File: config.mk
export PLATFORM = sky130hd
export DESIGN_NAME = voice_allocator_flat
export DESIGN_NICKNAME = d
export VERILOG_FILES = /design/src/rtl/voice_allocator_pkg.sv /design/src/rtl/voice_allocator_if.sv /design/src/rtl/voice_allocator_scanner.sv /design/src/rtl/voice_allocator.sv /design/src/flat_wrapper.sv
export SDC_FILE = /design/constraint.sdc
export NUM_CORES = 1
export LEC_CHECK = 0
export CAP_MARGIN = 0
export CORE_MARGIN = 2
export CORE_UTILIZATION = 57
export DETAILED_ROUTE_END_ITERATION = 10
export MAX_ROUTING_LAYER = met4
export PLACE_DENSITY = 0.95
export SLEW_MARGIN = 20
export SYNTH_ARGS = -nofsm -noshare
export SYNTH_HDL_FRONTEND = slang
export SYNTH_HIERARCHICAL = 1
export SYNTH_SLANG_ARGS = --single-unit
File: constraint.sdc
create_clock -name clk -period 4.39 [get_ports clk]
set_input_delay 0.439 -clock clk [delete_from_list [all_inputs] [get_ports clk]]
set_output_delay 0.439 -clock clk [all_outputs]
set_load 0.01 [all_outputs]
File: src/rtl/voice_allocator_pkg.sv
// Shared voice allocator configuration: MIDI field widths, the per-voice record
// consumed by the synthesis pipelines, and the scan source kinds.
package voice_allocator_pkg;

  localparam int unsigned NOTE_WIDTH     = 7;
  localparam int unsigned VELOCITY_WIDTH = 7;
  localparam int unsigned AGE_WIDTH      = 4;

  typedef struct packed {
    logic                      active;
    logic [NOTE_WIDTH-1:0]     note;
    logic [VELOCITY_WIDTH-1:0] velocity;
  } voice_t;

  typedef enum logic [1:0] {
    SRC_MATCH,
    SRC_FREE,
    SRC_OLDEST
  } src_kind_e;

endpackage

File: src/rtl/voice_allocator_if.sv
// Note event valid/ready channel into the voice allocator.
interface voice_allocator_if;
  import voice_allocator_pkg::*;

  logic                      event_valid;
  logic                      event_ready;
  logic                      event_note_on;
  logic [NOTE_WIDTH-1:0]     event_note;
  logic [VELOCITY_WIDTH-1:0] event_velocity;

  modport master (
    output event_valid, event_note_on, event_note, event_velocity,
    input  event_ready
  );

  modport slave (
    input  event_valid, event_note_on, event_note, event_velocity,
    output event_ready
  );
endinterface

File: src/rtl/voice_allocator_scanner.sv
// Sequential voice scan: one voice per step, tracking first match, first free
// voice and oldest active voice; presents the resulting commit target.
module voice_scanner
  import voice_allocator_pkg::*;
#(
  parameter int unsigned PIPELINE_COUNT = 4
) (
  input  logic                                     clk,
  input  logic                                     reset,
  input  logic                                     start,
  input  logic                                     step,
  input  logic [NOTE_WIDTH-1:0]                    note,
  input  logic [PIPELINE_COUNT-1:0]                active,
  input  logic [PIPELINE_COUNT-1:0][NOTE_WIDTH-1:0] notes,
  input  logic [PIPELINE_COUNT-1:0][AGE_WIDTH-1:0]  ages,
  output logic                                     last,
  output logic [$clog2(PIPELINE_COUNT)-1:0]        target,
  output src_kind_e                                kind
);

  localparam int unsigned IDX_W = $clog2(PIPELINE_COUNT);

  logic [IDX_W-1:0]     idx;
  logic [IDX_W-1:0]     match_idx;
  logic [IDX_W-1:0]     free_idx;
  logic [IDX_W-1:0]     oldest_idx;
  logic                 match_found;
  logic                 free_found;
  logic                 oldest_found;
  logic [AGE_WIDTH-1:0] oldest_age;

  assign last = (idx == IDX_W'(PIPELINE_COUNT - 1));

  always_ff @(posedge clk) begin
    if (reset || start) begin
      idx          <= '0;
      match_idx    <= '0;
      free_idx     <= '0;
      oldest_idx   <= '0;
      match_found  <= 1'b0;
      free_found   <= 1'b0;
      oldest_found <= 1'b0;
      oldest_age   <= '0;
    end else if (step) begin
      if (!match_found && active[idx] && (notes[idx] == note)) begin
        match_found <= 1'b1;
        match_idx   <= idx;
      end
      if (!free_found && !active[idx]) begin
        free_found <= 1'b1;
        free_idx   <= idx;
      end
      // strict compare keeps the lowest index on equal ages
      if (active[idx] && (!oldest_found || (ages[idx] > oldest_age))) begin
        oldest_found <= 1'b1;
        oldest_idx   <= idx;
        oldest_age   <= ages[idx];
      end
      idx <= idx + 1'b1;
    end
  end

  always_comb begin
    target = oldest_idx;
    kind   = SRC_OLDEST;
    if (match_found) begin
      target = match_idx;
      kind   = SRC_MATCH;
    end else if (free_found) begin
      target = free_idx;
      kind   = SRC_FREE;
    end
  end

endmodule

File: src/rtl/voice_allocator.sv
// Event-driven voice allocator: latches one note event, scans the voices,
// then commits a trigger, retrigger, steal or release in a single cycle.
module voice_allocator
  import voice_allocator_pkg::*;
#(
  parameter int unsigned PIPELINE_COUNT = 4
) (
  input  logic                                         clk,
  input  logic                                         reset,
  voice_allocator_if.slave                             evt,
  output logic [PIPELINE_COUNT-1:0]                    voice_active,
  output logic [PIPELINE_COUNT-1:0][NOTE_WIDTH-1:0]     voice_note,
  output logic [PIPELINE_COUNT-1:0][VELOCITY_WIDTH-1:0] voice_velocity,
  output logic [PIPELINE_COUNT-1:0]                    voice_trigger,
  output logic [PIPELINE_COUNT-1:0]                    voice_release,
  output logic                                         voice_stolen
);

  localparam int unsigned IDX_W = $clog2(PIPELINE_COUNT);

  typedef enum logic [1:0] {IDLE, SCAN, COMMIT} state_e;

  state_e                                      state;
  logic                                        ev_on;
  logic [NOTE_WIDTH-1:0]                       ev_note;
  logic [VELOCITY_WIDTH-1:0]                   ev_velocity;
  voice_t [PIPELINE_COUNT-1:0]                 voice;
  logic [PIPELINE_COUNT-1:0][AGE_WIDTH-1:0]    age;
  logic                                        handshake;
  logic                                        scan_last;
  logic [IDX_W-1:0]                            target;
  src_kind_e                                   kind;

  assign evt.event_ready = (state == IDLE);
  assign handshake       = evt.event_valid && evt.event_ready;

  always_comb begin
    voice_active   = '0;
    voice_note     = '0;
    voice_velocity = '0;
    for (int unsigned i = 0; i < PIPELINE_COUNT; i++) begin
      voice_active[i]   = voice[i].active;
      voice_note[i]     = voice[i].note;
      voice_velocity[i] = voice[i].velocity;
    end
  end

  voice_scanner #(
    .PIPELINE_COUNT(PIPELINE_COUNT)
  ) u_scanner (
    .clk    (clk),
    .reset  (reset),
    .start  (handshake),
    .step   (state == SCAN),
    .note   (ev_note),
    .active (voice_active),
    .notes  (voice_note),
    .ages   (age),
    .last   (scan_last),
    .target (target),
    .kind   (kind)
  );

  always_ff @(posedge clk) begin
    if (reset) begin
      state         <= IDLE;
      ev_on         <= 1'b0;
      ev_note       <= '0;
      ev_velocity   <= '0;
      voice         <= '0;
      age           <= '0;
      voice_trigger <= '0;
      voice_release <= '0;
      voice_stolen  <= 1'b0;
    end else begin
      voice_trigger <= '0;
      voice_release <= '0;
      voice_stolen  <= 1'b0;
      case (state)
        IDLE: begin
          if (handshake) begin
            // zero velocity folds into note-off at latch time
            ev_on       <= evt.event_note_on && (evt.event_velocity != '0);
            ev_note     <= evt.event_note;
            ev_velocity <= evt.event_velocity;
            state       <= SCAN;
          end
        end
        SCAN: begin
          if (scan_last) state <= COMMIT;
        end
        COMMIT: begin
          state <= IDLE;
          if (ev_on) begin
            for (int unsigned i = 0; i < PIPELINE_COUNT; i++) begin
              if (IDX_W'(i) == target) begin
                voice[i] <= '{active: 1'b1, note: ev_note, velocity: ev_velocity};
                age[i]   <= '0;
              end else if (voice[i].active && (age[i] != '1)) begin
                age[i] <= age[i] + 1'b1;
              end
            end
            voice_trigger[target] <= 1'b1;
            voice_stolen          <= (kind == SRC_OLDEST);
          end else if (kind == SRC_MATCH) begin
            voice[target].active  <= 1'b0;
            age[target]           <= '0;
            voice_release[target] <= 1'b1;
          end
        end
        default: state <= IDLE;
      endcase
    end
  end

endmodule

File: src/flat_wrapper.sv
// flat-port wrapper written by rule: the top's interface ports become plain ports
module voice_allocator_flat import voice_allocator_pkg::*;
#(
  parameter int unsigned PIPELINE_COUNT = 4
)
  (clk, reset, voice_active, voice_note, voice_velocity, voice_trigger, voice_release, voice_stolen, evt_event_valid, evt_event_note_on, evt_event_note, evt_event_velocity, evt_event_ready);
  voice_allocator_if evt_i ();
  input  logic clk;
  input  logic reset;
  output logic [PIPELINE_COUNT-1:0] voice_active;
  output logic [PIPELINE_COUNT-1:0][NOTE_WIDTH-1:0] voice_note;
  output logic [PIPELINE_COUNT-1:0][VELOCITY_WIDTH-1:0] voice_velocity;
  output logic [PIPELINE_COUNT-1:0] voice_trigger;
  output logic [PIPELINE_COUNT-1:0] voice_release;
  output logic voice_stolen;
  input wire logic [$bits(evt_i.event_valid)-1:0] evt_event_valid;
  input wire logic [$bits(evt_i.event_note_on)-1:0] evt_event_note_on;
  input wire logic [$bits(evt_i.event_note)-1:0] evt_event_note;
  input wire logic [$bits(evt_i.event_velocity)-1:0] evt_event_velocity;
  output wire logic [$bits(evt_i.event_ready)-1:0] evt_event_ready;
  assign evt_i.event_valid = evt_event_valid;
  assign evt_i.event_note_on = evt_event_note_on;
  assign evt_i.event_note = evt_event_note;
  assign evt_i.event_velocity = evt_event_velocity;
  assign evt_event_ready = evt_i.event_ready;
  voice_allocator #(.PIPELINE_COUNT(PIPELINE_COUNT)) u_core (.clk(clk), .reset(reset), .evt(evt_i), .voice_active(voice_active), .voice_note(voice_note), .voice_velocity(voice_velocity), .voice_trigger(voice_trigger), .voice_release(voice_release), .voice_stolen(voice_stolen));
endmodule
# Yosys cells after proc, flatten, opt, wreduce, memory -nomap -nowiden
# Cells that the tools add are included.
# totals
regBits	117
latchBits	0
mem_bits_rw	0
romBits	0
inputBits	18
output_inout_bits	70
wordCells	140
mem_count	0
# op_classes
add_sub_neg	5
mul	0
div	0
order_cmp	4
n_eq_ne	22
shift	0
muxes	36
bitwise_logic	5
reduce_logical	37
# ops
cell	n
60-bit 2-to-1 mux	2
15-bit 2-to-1 mux	5
60-bit bitwise mux	1
4-bit 2-to-1 mux	10
16-bit 2-to-1 mux	2
15-bit demux with 2-bit select	1
3-bit AND reduction	8
4-bit by 1-bit adder with 4-bit output, second input constant	4
16-bit AND	1
4-bit inequality test, second input constant	4
16-bit NOT	1
7-bit binary-select mux with 2-bit select	1
2-bit 2-to-1 mux	6
3-bit inequality test, second input constant	4
1-bit logical AND	11
2-bit inequality test, second input constant	5
2-bit AND reduction	5
4-bit binary-select mux with 2-bit select	1
4-bit demux with 2-bit select	1
7-bit == test	1
7-bit 2-to-1 mux	1
7-bit nonzero test	1
2-bit == test, second input constant	3
2-bit zero test	3
18 further kinds	27

# Logic depth before layout (Yosys ltp)
# depth
ltp_word	10
depth_mapped	11
mapped_depth_nobuf	9

# Cells and area by module
# Netlist, hierarchy kept.
# modules_own_cells
mod	instances	cells_each	area_per_inst_um2	seq_area_each_um2
voice_allocator	1	488	3906.2	2042.0
voice_scanner	1	112	1148.6	300.3

# Worst setup path before layout
# No wires, ideal clock.
# synth_timing
path_type	register to register
startpoint	reg u_core.u_scanner.idx[0]
endpoint	reg u_core.u_scanner.oldest_age[2]
t_arrival_ns	2.476
required_ns	4.262
slack_ns	1.786
stages_incl_launch_ff	11
cell_sequence	dfxtp_1 -> buf_6 -> buf_2 -> mux4_2 -> ha_1 -> nor2b_1 -> o21a_1 -> o21ai_1 -> a221oi_4 -> mux2i_1 -> nor2_1
# synth_between
elab_chain_cells	6
# synth_lines
element	line	source
from (decl)	voice_allocator_scanner.sv:23	logic [IDX_W-1:0] idx;
from (signal assigned)	voice_allocator_scanner.sv:59	idx <= idx + 1'b1;
4-bit binary-select mux with 2-bit select	voice_allocator_scanner.sv:54, voice_allocator_scanner.sv:57	
4-bit 2-to-1 mux (not written as such)	voice_allocator_scanner.sv:54, voice_allocator_scanner.sv:57	
4-bit greater-than comparator	voice_allocator_scanner.sv:54	if (active[idx] && (!oldest_found || (ages[idx] > oldest_age))) begin
1-bit logical OR	voice_allocator_scanner.sv:54	
1-bit logical AND	voice_allocator_scanner.sv:54	
2-bit AND reduction (no line)	n/a	
to (signal assigned)	voice_allocator_scanner.sv:57	oldest_age <= ages[idx];
to (decl)	voice_allocator_scanner.sv:30	logic [AGE_WIDTH-1:0] oldest_age;
# Several ways; a longest one is shown, not always the timed one. The select of a mux whose other input is x is not followed.
# A chain may end at the register's enable or synchronous reset.

# Final worst setup path
# layout_timing
startpoint	reg u_core.u_scanner.free_found
endpoint	reg u_core.voice, in the netlist u_core/voice_velocity[16]
# layout_between
elab_chain_cells	6
# layout_lines
element	line	source
from (decl)	voice_allocator_scanner.sv:28	logic free_found;
from (signal assigned)	voice_allocator_scanner.sv:41	free_found <= 1'b0;
from (signal assigned)	voice_allocator_scanner.sv:50	free_found <= 1'b1;
2-bit 2-to-1 mux *	voice_allocator_scanner.sv:69	end else if (free_found) begin
2-bit 2-to-1 mux *	voice_allocator_scanner.sv:66	if (match_found) begin
via u_core.target[1]	voice_allocator.sv:31	logic [IDX_W-1:0] target;
15-bit demux with 2-bit select	n/a	
60-bit bitwise mux	voice_allocator.sv:106	voice[target].active <= 1'b0;
60-bit 2-to-1 mux	voice_allocator.sv:105	end else if (kind == SRC_MATCH) begin
60-bit 2-to-1 mux	voice_allocator.sv:94	if (ev_on) begin
to (signal, indexed assignment)	voice_allocator.sv:97	voice[i] <= '{active: 1'b1, note: ev_note, velocity: ev_velocity};
to (decl)	voice_allocator.sv:27	voice_t [PIPELINE_COUNT-1:0] voice;
# Mark *: on every way through the listed nets, which the timed path passes. The rest lies on a longest branch. The select of a mux whose other input is x is not followed.

==> results.md <==
* Worst slew margin at 23.4%
* Via-per-instance ratio at 6.46
* Seq/Total Area, Yosys at 46.3%
* Finished Core Util at 74.8%
* Fin nets at 704
* # resized after CTS at 0
* Final worst slack at 1.13 ns
* Port Buf Inserts at 87
* R2r startpoint: u_core/u_scanner/free_found
* Worst-case clock buffer depth at 2
* Gr ovfl total at 0
* Clock transition at path regs at 0.06 ns
* Worst slack after detailed placement at 1.70 ns
* WHS Endpoint: u_core/voice_velocity[6]
* DRC at 0
* Met3 wire len at 1770 microns
* CP endpoint kind: register
* WL/cell at 20.6 microns
* Metal2 WL at 8000 microns
* Routed Antenna Nets at 0
* Htree depth at 4
* Proportion of layout cells with a drive suffix above 1 at 7.68%
* Worst R2R End: u_core/voice_velocity[16]
* CP Data Arrival Time at 3.71 ns
* Syn_area_per_cell at 8.42 sq um
* Setup Skew at 0.00901 ns
* Initial antenna violation count at 0
* Clock sink total at 117
* Final period util at 74.3%
* Crit path time final at 3.26 ns
* DP HPWL at 9350 microns
* Yosys reg bits at 117
* Clk network pwr share at 52.7%
* Global placement routability congestion at 0.911
* R2R depth at 6
* Drt initial violations at 754
* Synth unique cells at 48
* Min-delay worst type: input pin to register
* Post-CTS Hold Buffers at 0
* Gate power share at 4.1%
* Worst-Margin Slew at 1.15 ns
* Switching power at 644 uW
* Area added between synthesis and finish at 28.5%
* Most used DFF post-synth: dfxtp_1
* Reg area at 2340 sq um
* Status: completed
* Filler cells at 538
* Syn Nets at 627
* Slew Viols, Final at 0
* Ports at 88
* Hold_sp: reset
* Die X at 98.2 microns
* Unrepaired setup endpoints after global routing: no
* Full die area at 9640 sq um
* Global-route wire length before repair at 26100 microns
* Fin Hold WS at 0.455 ns
* Mapped Cells at 600
* Total CTS buffers at 17
* Total GRT Usage at 35.1%
* Cell leakage power at 0.00218 uW
* Switch share at 25.4%
* Worst hold path depth at 2
* Ys Warns at 6
* Post-CTS Setup Inserts at 0
* Die height at 98.2 microns
* Final Hold Fails at 0
* CP Launch Type: register
* Routed WL at 16400 microns
* DR pass1 iterations at 6
* Row Count at 34
* Flop2flop setup slack at 1.13 ns
* DR vias at 5156
* DR top layer: met4
* Multi-input gate area at 2510 sq um
* Sequential Power Share at 43.2%
* Req. time, crit path at 4.84 ns
* Fmax at 307 MHz
* Final setup vio count at 0
* CTS tree: yes
* Synthesized cell area at 5050 sq um
* Max VDD drop at 0.390 mV
* Clk Latency, worst-skew pair at 0.53 ns
* MaxCap Viol Count at 0
* Vias in the first global route at 5106
* CTS root buf: clkbuf_8
* Worst-path fanout max at 14
* M1 WL at 5890 microns
* Pint at 1900 uW
* Post-synth EDFFs at 0
* Setup tns final at 0 ns
* Critical path class: register to register
* Largest net degree at the start of global routing at 65
* Core Box Area at 8680 sq um
* ANT cells at 0
* FFs w/ async S/R, synth at 0%
* PD cells at 391 nW/um^2
* Initial Util at 58.2%
how the worst max path moves through the flow:
stage                                           start  cells after the start  slack (ns)                             end
final                     u_core/u_scanner/free_found                      6        1.13       u_core/voice_velocity[16]
after global routing      u_core/u_scanner/free_found                      6        1.04       u_core/voice_velocity[16]
after global placement        u_core/u_scanner/idx[0]                      8        1.86  u_core/u_scanner/oldest_idx[1]
after CTS                 u_core/u_scanner/free_found                      6        1.36       u_core/voice_velocity[16]
after floorplan               u_core/u_scanner/idx[0]                     10        1.79  u_core/u_scanner/oldest_age[2]
after detailed placement  u_core/u_scanner/free_found                      6        1.70           u_core/voice_note[20]
cells in the mapped netlist, types with 2 or more instances:
cell type,count,area [sq um]
o21ai_0,8,40.0
mux4_2,8,180
o21a_1,2,15.0
a31o_2,2,17.5
nand2b_1,4,25.0
nand4_1,5,31.3
nor4_1,3,18.8
xnor2_1,11,96.3
nand2_1,158,593
and3b_1,2,17.5
o21ai_1,3,15.0
ha_1,9,113
nor2_1,27,101
inv_1,9,33.8
and2_1,2,12.5
buf_2,12,60.1
a211o_1,2,17.5
nand3_1,12,60.1
dfxtp_1,117,2340
buf_6,2,22.5
o31ai_1,6,45.0
nor2b_1,7,43.8
buf_4,3,22.5
mux2i_1,22,220
and2b_1,3,22.5
a311oi_1,4,35.0
clkbuf_1,16,60.1
nor3_1,17,85.1
or4_1,3,22.5
a21oi_1,101,505
a211oi_1,3,22.5
cell usage in the layout, fill, tap and decap left out, types with 3 or more instances in the layout:
cell type / netlist / layout
buf_4: 3 / 5
nor2b_1: 7 / 7
mux4_2: 8 / 8
inv_1: 9 / 9
mux2i_1: 22 / 22
nor4_1: 3 / 3
a211oi_1: 3 / 3
a21oi_1: 101 / 101
o21ai_1: 3 / 3
nand2_1: 158 / 158
xnor2_1: 11 / 11
nor3_1: 17 / 17
clkinv_4: 0 / 3
a311oi_1: 4 / 4
dfxtp_1: 117 / 117
nand3_1: 12 / 12
and2b_1: 3 / 3
clkdlybuf4s50_1: 0 / 86
ha_1: 9 / 9
nand4_1: 5 / 5
o21ai_0: 8 / 8
nand2b_1: 4 / 4
o31ai_1: 6 / 6
inv_6: 0 / 4
clkbuf_16: 0 / 16
nor2_1: 27 / 27
clkinvlp_4: 0 / 4
or4_1: 3 / 3
flip-flops by register name (all words and copies together) (netlist names), 4 cells and up:
signal / cells
u_core/voice_active: 4
u_core/ev_note: 7
u_core/voice_trigger: 4
u_core/ev_velocity: 7
u_core/voice_note: 28
u_core/voice_velocity: 28
u_core/u_scanner/oldest_age: 4
u_core/age: 16
u_core/voice_release: 4
kinds of logic after synthesis:
group	count (synthesis)	share of synthesized area, %
flops	117	46.3
fa+ha+maj	9	2.23
xor+xnor	11	1.91
compound gates	138	15.7
mux	30	7.92
buf+inv	42	3.94
simple gates	253	22.0
worst max-delay path, cell delays in order, from the launching register on:
cell	delay, ns
dfxtp_1	0.46
mux2i_1	0.15
o21ai_1	0.80
nand2b_1	0.37
nor2_1	0.94
nand2_1	0.26
a21oi_1	0.21
power by group through the flow:
stage	clock network [uW]	logic (uW)	registers, uW
after floorplan	0	70.5	1110
after detailed placement	0	96.4	1120
after CTS	1340	101	1100
after global routing	1390	110	1100
final	1340	104	1100
after global placement	0	93.4	1120
routing by layer:
layer | track usage, % | vias to the layer above
met3 | 8.09 | 92
met5 | - | -
met2 | 56.8 | 447
met4 | 18.9 | 0
li1 | - | 2231
met1 | 40.5 | 2386
through the flow:
| stage | power (uW) | area [sq um] | std cells |
|---|---|---|---|
| after global placement | 1210 | 5920 | 766 |
| after CTS | 2540 | 6490 | 798 |
| after global routing | 2600 | 6490 | 798 |
| final | 2540 | 6490 | 798 |
| after floorplan | 1180 | 5050 | 600 |
| after detailed placement | 1210 | 5920 | 766 |
area by class of cell:
type,instances,share of cell area (%)
inverters,9,0.520
clock inverters,14,2.22
well taps,108,2.08
repair buffers,91,13.8
multi-input cells,441,38.7
clock buffers,18,6.59
flip-flops and latches,117,36.1
Power figures use the tool's default switching activity.
